## config.mk

```make
export PLATFORM = sky130hd
export DESIGN_NAME = ex_muldiv
export DESIGN_NICKNAME = d
export VERILOG_FILES = /design/src/rtl/ex_muldiv.sv
export SDC_FILE = /design/constraint.sdc
export NUM_CORES = 1
export LEC_CHECK = 0
export ABC_AREA = 0
export BUFFER_PORTS_ARGS = -buffer_cell sky130_fd_sc_hd__buf_2
export CORE_MARGIN = 5
export CORE_UTILIZATION = 38
export DETAILED_ROUTE_END_ITERATION = 16
export PLACE_DENSITY = 0.55
export SLEW_MARGIN = 20
export SYNTH_ARGS = -nofsm -noshare
export SYNTH_HDL_FRONTEND = slang
export SYNTH_SLANG_ARGS = --single-unit
```

## constraint.sdc

```tcl
create_clock -name clk -period 4.5 [get_ports clk]
set_clock_uncertainty 0.1 [all_clocks]
set_input_delay 0.225 -clock clk [delete_from_list [all_inputs] [get_ports clk]]
set_output_delay 0.225 -clock clk [all_outputs]
set_load 0.01 [all_outputs]
```

## src/rtl/ex_muldiv.sv

```systemverilog
// Iterative RV32M multiply/divide unit for the execute stage.
// One bit per cycle. Divide-by-zero and signed overflow finish straight from IDLE.
module ex_muldiv #(
  parameter int XLEN = 32
) (
  input  logic            clk,
  input  logic            rst_n,
  input  logic            start_i,
  input  logic            flush_i,
  input  logic [2:0]      funct3_i,
  input  logic [XLEN-1:0] op_a_i,
  input  logic [XLEN-1:0] op_b_i,
  input  logic [4:0]      wr_reg_i,
  output logic            busy_o,
  output logic            done_o,
  output logic [XLEN-1:0] result_o,
  output logic [4:0]      wr_reg_o
);

  typedef enum logic [1:0] {IDLE = 2'd0, CALC = 2'd1, DONE = 2'd2} state_t;

  state_t      state_r, state_n;
  logic [5:0]  cnt_r;
  logic [2:0]  funct3_r;
  logic [4:0]  wr_reg_lat_r;
  logic        neg_a_r, neg_b_r;
  logic [31:0] opnd_r;
  // Multiply: running product. Divide: {remainder, quotient/dividend}.
  logic [63:0] acc_r;

  logic        sign_a_s, sign_b_s, neg_a_s, neg_b_s;
  logic [31:0] a_mag_s, b_mag_s;
  logic        div_zero_s, div_ovf_s, early_s;
  logic [31:0] early_res_s;
  logic [32:0] mul_sum_s, div_shift_s;
  logic [33:0] div_diff_s;
  logic [63:0] step_s, prod_s;
  logic [31:0] quo_s, rem_s, final_res_s, res_n;
  logic        accept_s, load_res_s;
  logic [4:0]  wr_n;

  assign accept_s = (state_r == IDLE) && start_i && !flush_i;
  assign busy_o   = accept_s || (state_r == CALC);
  assign done_o   = (state_r == DONE) && !flush_i;

  // Operand signs and magnitudes, plus early-exit detection.
  always_comb begin
    sign_a_s    = (funct3_i == 3'd1) || (funct3_i == 3'd2) || (funct3_i == 3'd4) || (funct3_i == 3'd6);
    sign_b_s    = (funct3_i == 3'd1) || (funct3_i == 3'd4) || (funct3_i == 3'd6);
    neg_a_s     = sign_a_s && op_a_i[31];
    neg_b_s     = sign_b_s && op_b_i[31];
    a_mag_s     = neg_a_s ? (32'd0 - op_a_i) : op_a_i;
    b_mag_s     = neg_b_s ? (32'd0 - op_b_i) : op_b_i;
    div_zero_s  = funct3_i[2] && (op_b_i == 32'd0);
    div_ovf_s   = funct3_i[2] && !funct3_i[0] && (op_a_i == 32'h8000_0000) && (op_b_i == 32'hFFFF_FFFF);
    early_s     = div_zero_s || div_ovf_s;
    if (div_zero_s) begin
      early_res_s = funct3_i[1] ? op_a_i : 32'hFFFF_FFFF;
    end else begin
      early_res_s = funct3_i[1] ? 32'd0 : 32'h8000_0000;
    end
  end

  // One shift-add or restoring-divide step, and the sign-corrected result.
  always_comb begin
    mul_sum_s   = {1'b0, acc_r[63:32]} + (acc_r[0] ? {1'b0, opnd_r} : 33'd0);
    div_shift_s = {acc_r[63:32], acc_r[31]};
    div_diff_s  = {1'b0, div_shift_s} - {2'b00, opnd_r};
    if (funct3_r[2]) begin
      step_s = {(div_diff_s[33] ? div_shift_s[31:0] : div_diff_s[31:0]), acc_r[30:0], ~div_diff_s[33]};
    end else begin
      step_s = {mul_sum_s, acc_r[31:1]};
    end
    prod_s = (neg_a_r ^ neg_b_r) ? (64'd0 - step_s) : step_s;
    quo_s  = (neg_a_r ^ neg_b_r) ? (32'd0 - step_s[31:0]) : step_s[31:0];
    rem_s  = neg_a_r ? (32'd0 - step_s[63:32]) : step_s[63:32];
    case (funct3_r)
      3'd0:                final_res_s = prod_s[31:0];
      3'd1, 3'd2, 3'd3:    final_res_s = prod_s[63:32];
      3'd4, 3'd5:          final_res_s = quo_s;
      3'd6, 3'd7:          final_res_s = rem_s;
      default:             final_res_s = 32'd0;
    endcase
  end

  // Next-state logic and result-load decision.
  always_comb begin
    state_n    = state_r;
    load_res_s = 1'b0;
    res_n      = final_res_s;
    wr_n       = wr_reg_lat_r;
    case (state_r)
      IDLE: begin
        if (accept_s) begin
          if (early_s) begin
            state_n    = DONE;
            load_res_s = 1'b1;
            res_n      = early_res_s;
            wr_n       = wr_reg_i;
          end else begin
            state_n = CALC;
          end
        end else begin
          state_n = IDLE;
        end
      end
      CALC: begin
        if (flush_i) begin
          state_n = IDLE;
        end else if (cnt_r == 6'd31) begin
          state_n    = DONE;
          load_res_s = 1'b1;
        end else begin
          state_n = CALC;
        end
      end
      DONE:    state_n = IDLE;
      default: state_n = IDLE;
    endcase
  end

  // State, datapath and output registers.
  always_ff @(posedge clk or negedge rst_n) begin
    if (!rst_n) begin
      state_r      <= IDLE;
      cnt_r        <= 6'd0;
      funct3_r     <= 3'd0;
      wr_reg_lat_r <= 5'd0;
      neg_a_r      <= 1'b0;
      neg_b_r      <= 1'b0;
      opnd_r       <= 32'd0;
      acc_r        <= 64'd0;
      result_o     <= 32'd0;
      wr_reg_o     <= 5'd0;
    end else begin
      state_r <= state_n;
      if (accept_s) begin
        funct3_r     <= funct3_i;
        wr_reg_lat_r <= wr_reg_i;
        neg_a_r      <= neg_a_s;
        neg_b_r      <= neg_b_s;
        cnt_r        <= 6'd0;
        // Multiply shifts the multiplier out of the low half; divide shifts the dividend.
        opnd_r       <= funct3_i[2] ? b_mag_s : a_mag_s;
        acc_r        <= funct3_i[2] ? {32'd0, a_mag_s} : {32'd0, b_mag_s};
      end else if (state_r == CALC) begin
        acc_r <= step_s;
        cnt_r <= cnt_r + 6'd1;
      end
      if (load_res_s) begin
        result_o <= res_n;
        wr_reg_o <= wr_n;
      end
    end
  end

endmodule

```

-- After elaboration in Yosys (flattened, before gate mapping)
Cells that the tools add are included.
- register bits: 151
- bits in latches: 0
- bits in writable memories: 0
- ROM bits: 0
- input port bits: 76
- output and inout port bits: 39
- logic and storage cells: 95
- memories: 0
- add/sub/neg operators: 8
- $mul: 0
- divide/modulo/power cells: 0
- magnitude comparators: 0
- equality and inequality tests: 16
- shift-type cells: 0
- muxes and demuxes: 34
- bitwise operators: 2
- reductions and logical operators: 25
- operators by type and width (kind ; number):
    32-bit 2-to-1 mux ; 14
    64-bit 2-to-1 mux ; 4
    32-bit one-hot mux with 4 select lines ; 1
    1-bit by 32-bit subtractor with 32-bit output (first input constant) ; 4
    32-bit equality test (second input constant) ; 2
    1-bit by 64-bit subtractor with 64-bit output (first input constant) ; 1
    33-bit by 32-bit subtractor with 34-bit output ; 1
    32-bit by 32-bit adder with 33-bit output ; 1
    32-bit logical NOT ; 1
    3-bit equality test (second input constant) ; 6
    5-bit 2-to-1 mux ; 3
    6-bit 2-to-1 mux ; 2
    3-bit by 2-bit equality test with 1-bit output (second input constant) ; 3
    1-bit logical AND ; 9
    2-bit 2-to-1 mux ; 4
    1-bit logical OR ; 7
    6-bit by 1-bit adder with 6-bit output (second input constant) ; 1
    3-bit by 1-bit equality test with 1-bit output (second input constant) ; 2
    6-bit by 5-bit equality test with 1-bit output (second input constant) ; 1
    1-bit 2-to-1 mux ; 4
    2-bit one-hot mux with 2 select lines ; 1
    2-bit OR reduction ; 2
    3-bit logical NOT ; 1
    3-bit OR reduction ; 1
    other kinds (8) ; 9

-- Depth between registers and ports, before layout
- word-level depth: 9
- mapped depth: 24

-- Worst setup path after synthesis
No wires, ideal clock.
- path type: register -> register
- from: register acc_r[45]
- to: register result_o[24]
- arrival: 4684 ps
- setup slack: -409 ps
- cell stages (with the launch flop): 22
- path buffers: 2
- clock period less this slack: 4909 ps
- cell sequence: dfrtp_1 -> ha_1 -> a21oi_1 -> nand2_1 -> o2111a_1 -> o31a_1 -> buf_4 -> o31ai_1 -> a21boi_0 -> ha_1 -> o211ai_1 -> nor2_1 -> nand2_1 -> nor2_1 -> and2_1 -> clkbuf_1 -> and4_1 -> nand4_1 -> o21ai_1 -> xnor2_1 -> a211oi_1 -> o21ai_1
- word-level cells in the longest chain between the ends: 9
- ends and longest elaborated chain (element ; RTL line ; text):
    start: declaration ; 29 ; logic [63:0] acc_r;
    start signal: assignment ; 145 ; acc_r <= funct3_i[2] ? {32'd0, a_mag_s} : {32'd0, b_mag_s};
    start signal: assignment ; 147 ; acc_r <= step_s;
    33-bit by 32-bit subtractor with 34-bit output ; 68 ; div_diff_s = {1'b0, div_shift_s} - {2'b00, opnd_r};
    32-bit 2-to-1 mux or 1-bit NOT (tied branches) ; 70 ; step_s = {(div_diff_s[33] ? div_shift_s[31:0] : div_diff_s[31:0]), acc_r[30:0], ~div_diff_s[33]};
    64-bit 2-to-1 mux (*) ; 69 ; if (funct3_r[2]) begin
    1-bit by 64-bit subtractor with 64-bit output (tied with other cells) ; 74 ; prod_s = (neg_a_r ^ neg_b_r) ? (64'd0 - step_s) : step_s;
    64-bit 2-to-1 mux (tied with other cells) ; 74 ;
    32-bit one-hot mux with 4 select lines (*) ; 77 ; case (funct3_r)
    32-bit 2-to-1 mux ; 95 ; if (early_s) begin
    32-bit 2-to-1 mux ; 94 ; if (accept_s) begin
    32-bit 2-to-1 mux (*) ; 92 ; case (state_r)
    end signal: assignment ; 151 ; result_o <= res_n;
    end: declaration ; 16 ; output logic [XLEN-1:0] result_o,
Every way passes the cells marked *; elsewhere a longest branch is shown, timed or not.
A chain may end at the register's enable or synchronous reset.

-- Worst setup path after layout
- from: register acc_r[47]
- to: register result_o[6]
- word-level cells in the longest chain between the ends: 9
- ends and longest elaborated chain (element ; RTL line):
    33-bit by 32-bit subtractor with 34-bit output (*) ; 68
    32-bit 2-to-1 mux or 1-bit NOT (tied branches) ; 70
    64-bit 2-to-1 mux (*) ; 69
    1-bit by 64-bit subtractor with 64-bit output (tied with other cells) ; 74
    64-bit 2-to-1 mux (tied with other cells) ; 74
    32-bit one-hot mux with 4 select lines (*) ; 77
    32-bit 2-to-1 mux ; 95
    32-bit 2-to-1 mux ; 94
    32-bit 2-to-1 mux (*) ; 92
Marks and branches as above.

==> flow_summary.ini <==
[run_status]
outcome = finished, violations left
violations = negative setup slack

[timing]
maxSlewViolCount = 0
timing.final.setup_violations = 2
finalWorstSetupSlack_ps = -5.40
unrepaired_setup_endpoints_after_global_routing = yes
finalHoldViolCount = 0
max_freq_mhz = 222
slew_headroom_pct = 25.5
worst_pin_slew_ps = 1110
hold-worst-slack_ps = 31.8
finalCriticalPeriod_ps = 4510
post-route-period-util_pct = 100

[detailed_routing]
vias = 19300
post_drt_via_cell_ratio = 6.04
drt_drc_violations_left = 0
ant_nets = 0
firstDrtPassIters = 6
drt_iter0_drc = 1796
drt-total-wl_um = 79500
routed_wire_length_per_instance_um = 24.9

[setup_path]
crit_cells = 22
largest_driver_fanout_on_the_critical_path = 5
critical_path.slowest_cell = sky130_fd_sc_hd__or4_4
critical_path_arrival_ps = 4770
setup.reg_to_reg.worst_slack_ps = -5
r2r_cells = 22
worstSetupStartpointType = flop
buf_inv_on_cp = 3
criticalPathCategory = reg2reg
worstReg2RegEnd = result_o[6]$_DFFE_PN0P_
crit_path_end_kind = flop
regToRegStartpoint = acc_r[47]$_DFFE_PN0P_
worstPathRequired_ps = 4760
timing.critical_path.slowest_cell_delay_ps = 560
critical-path-top-delay-family = compound AO/OA/AOI/OAI gates
timing.critical_path.cells = ha_4 -> nand2_1 -> or4_4 -> a2111oi_4 -> o31a_1 -> o31ai_4 -> a21boi_2 -> ha_2 -> o211ai_1 -> nor2_2 -> nand2_2 -> nor2_4 -> and2_4 -> buf_6 -> nor3_4 -> buf_6 -> o21ai_4 -> xnor2_2 -> a21oi_1 -> buf_4 -> o21ai_4 -> a21oi_2

[hold_path]
worstHoldEndpoint = state_r[0]$_DFF_PN0_
min_delay_path_depth = 4
hold_start = flush_i
hold_path_class = in2reg

[synth]
synthCells = 2238
synth_edf_count = 0
ys.flop_type = sky130_fd_sc_hd__dfrtp_1
post-synth-top-area-fraction_pct = 23.2
synth_top_cell_by_area = sky130_fd_sc_hd__dfrtp_1
synthArstFlopShare_pct = 100
synth.net_count = 2386
post_synth_instance_area_sq_um = 16300
netlist_top_cells_count = sky130_fd_sc_hd__nand2_1, sky130_fd_sc_hd__o21ai_0, sky130_fd_sc_hd__nor2_1
synth.ff_latch_count = 151
synth_most_common_cell = sky130_fd_sc_hd__nand2_1
yosysWarnings = 0
synthTopCellsByArea = sky130_fd_sc_hd__dfrtp_1, sky130_fd_sc_hd__o21ai_0, sky130_fd_sc_hd__nand2_1
yosys.cell_types.count = 95
postSynthAreaPerCell_sq_um = 7.29
ys_seq_area_share_pct = 23.2

[place]
dpl_worst_slack_ps = -664
dp.cells = 3103
routability_congestion_estimate = 0.977
io_buffer_count = 114
hpwl_um = 63000
postPlaceCellArea_sq_um = 19700

[power_and_ir_drop]
ir_drop_uv = 279
leakage_nw = 9.43
switching_share_pct = 50.0
switching_power_mw = 8.06
internal_power_mw = 8.06
seq_power_share_pct = 12.8
power_frac_comb_pct = 77.6
total_power_mw = 16.1
power.density_cell_area_nw_per_um2 = 735
part_of_the_power_in_the_clock_network_pct = 9.6

[final_layout]
finish.cell_count_without_fillers = 3194
antenna_cells_inserted = 0
post-route-cell-area_sq_um = 21900
area_growth_pct = 34.3
drive_above_1_share_pct = 27.6
nNetsFinal = 2783

[floorplanning]
fp.dieArea_sq_um = 47200
fp.dieH_um = 217
std_cell_rows = 76
die_w_um = 217
core_area_sq_um = 42800
pin_count = 115
initial_core_util_pct = 38.1

[cts]
cts_tree = done
cts_made_buffers = 17
cts_num_sinks = 151
clock_tree.root_cell = sky130_fd_sc_hd__clkbuf_16
clk_latency_ps = 480
max-clock-path-buffers = 2
clkSlewWorstSetupHoldPaths_ps = 70
cts.htree.levels = 4

[global_route]
grt_pass1_wl_um = 117000
grt_overflow = 0
pin_count_of_the_biggest_net_entering_global_routing = 110
global_route.usage.total_pct = 32.3
number_of_antenna_violations_at_the_first_check_in_global_routing = 5
grt_pass1_vias = 18600

[job]
cap_violations = 0
cells in the final DEF, fill, tap and decap left out, types with 23 or more instances in the layout:
cell type and n:
sky130_fd_sc_hd__a21o_1 26, sky130_fd_sc_hd__a21oi_1 188, sky130_fd_sc_hd__and2_1 34, sky130_fd_sc_hd__buf_2 112
sky130_fd_sc_hd__buf_4 362, sky130_fd_sc_hd__dfrtp_1 148, sky130_fd_sc_hd__ha_1 47, sky130_fd_sc_hd__inv_1 64
sky130_fd_sc_hd__mux2i_1 45, sky130_fd_sc_hd__nand2_1 278, sky130_fd_sc_hd__nand3_1 24, sky130_fd_sc_hd__nand4_1 24
sky130_fd_sc_hd__nor2_1 202, sky130_fd_sc_hd__nor3_1 54, sky130_fd_sc_hd__o211ai_1 49, sky130_fd_sc_hd__o21a_1 23
sky130_fd_sc_hd__o21ai_0 220, sky130_fd_sc_hd__o21ai_1 26, sky130_fd_sc_hd__or3_1 23, sky130_fd_sc_hd__xnor2_1 90
sky130_fd_sc_hd__xor2_1 70
sequential cells by signal, indices dropped and copies added, names as in the netlist:
name / cells
acc_r: 64
opnd_r: 32
result_o: 32
cnt_r: 6
wr_reg_lat_r: 5
wr_reg_o: 5
funct3_r: 3
state_r: 2
neg_a_r: 1
neg_b_r: 1
cell type report:
cell class	instances	area (sq um)
multi-input combinational	1893	12900
fill	4235	20900
clock buffer	18	439
inverter	67	251
timing repair buffer	505	3660
tap	546	683
sequential	151	3780
clock inverter	14	163
per-stage QoR:
stage          utilization (%)  TNS, ps
2_1_floorplan                -        0
3_3_place_gp              46.0    -2580
3_5_place_dp              46.0    -3860
4_1_cts                   48.5        0
5_1_grt                   51.2    -1670
6_report                  51.2    -6.62
logic make-up (layout without fill, tap and decap cells):
| kind of cell | Yosys count | in the layout | synth area share (%) |
|---|---|---|---|
| mux | 48 | 48 | 2.95 |
| xor+xnor | 171 | 171 | 9.18 |
| flops | 151 | 151 | 23.2 |
| simple gates | 810 | 810 | 23.9 |
| compound gates | 792 | 792 | 30.6 |
| fa+ha+maj | 72 | 72 | 5.61 |
| buf+inv | 194 | 604 | 4.60 |
repair_timing:
item | CTS | global route
hold buffers | 7 | 0
pin swaps | 24 | 88
hold endpoints to repair | 79 | 0
setup buffers | 15 | 39
setup endpoints to repair | 26 | 29
cloned | 0 | 1
gates resized for setup | 53 | 166
per-layer routing:
metal	up-vias	GRT usage [%]	part of all wire [%]
li1	8989	-	-
met1	9342	42.3	42
met2	798	52.6	46
met3	168	4.01	6.1
met4	4	16.6	5.6
met5	-	0	0.026
how the worst max path moves through the flow:
stage / startpoint / slack (ps) / end
3_5_place_dp: opnd_r[29]$_DFFE_PN0P_ / -660 / result_o[6]$_DFFE_PN0P_
6_report: acc_r[47]$_DFFE_PN0P_ / -5 / result_o[6]$_DFFE_PN0P_
5_1_grt: opnd_r[11]$_DFFE_PN0P_ / -190 / result_o[30]$_DFFE_PN0P_
2_1_floorplan: acc_r[45]$_DFFE_PN0P_ / 10 / result_o[24]$_DFFE_PN0P_
4_1_cts: acc_r[0]$_DFFE_PN0P_ / 0.03 / result_o[23]$_DFFE_PN0P_
3_3_place_gp: opnd_r[29]$_DFFE_PN0P_ / -650 / result_o[6]$_DFFE_PN0P_
tightest hold or removal path: cells and delay by family:
kind	cells	cell delay, ps
and+or+nand+nor	2	130
buffers and inverters	1	130
AOI/OAI and AO/OA	1	80
power by group through the flow:
stage          logic [mW]  registers, mW  clock network [mW]
2_1_floorplan        5.98           1.98                   0
3_3_place_gp         10.7           2.03                   0
3_5_place_dp         10.8           2.04                   0
4_1_cts              11.2           2.02                1.56
5_1_grt              13.3           2.11                1.61
6_report             12.5           2.06                1.55
Power figures use the tool's default switching activity.
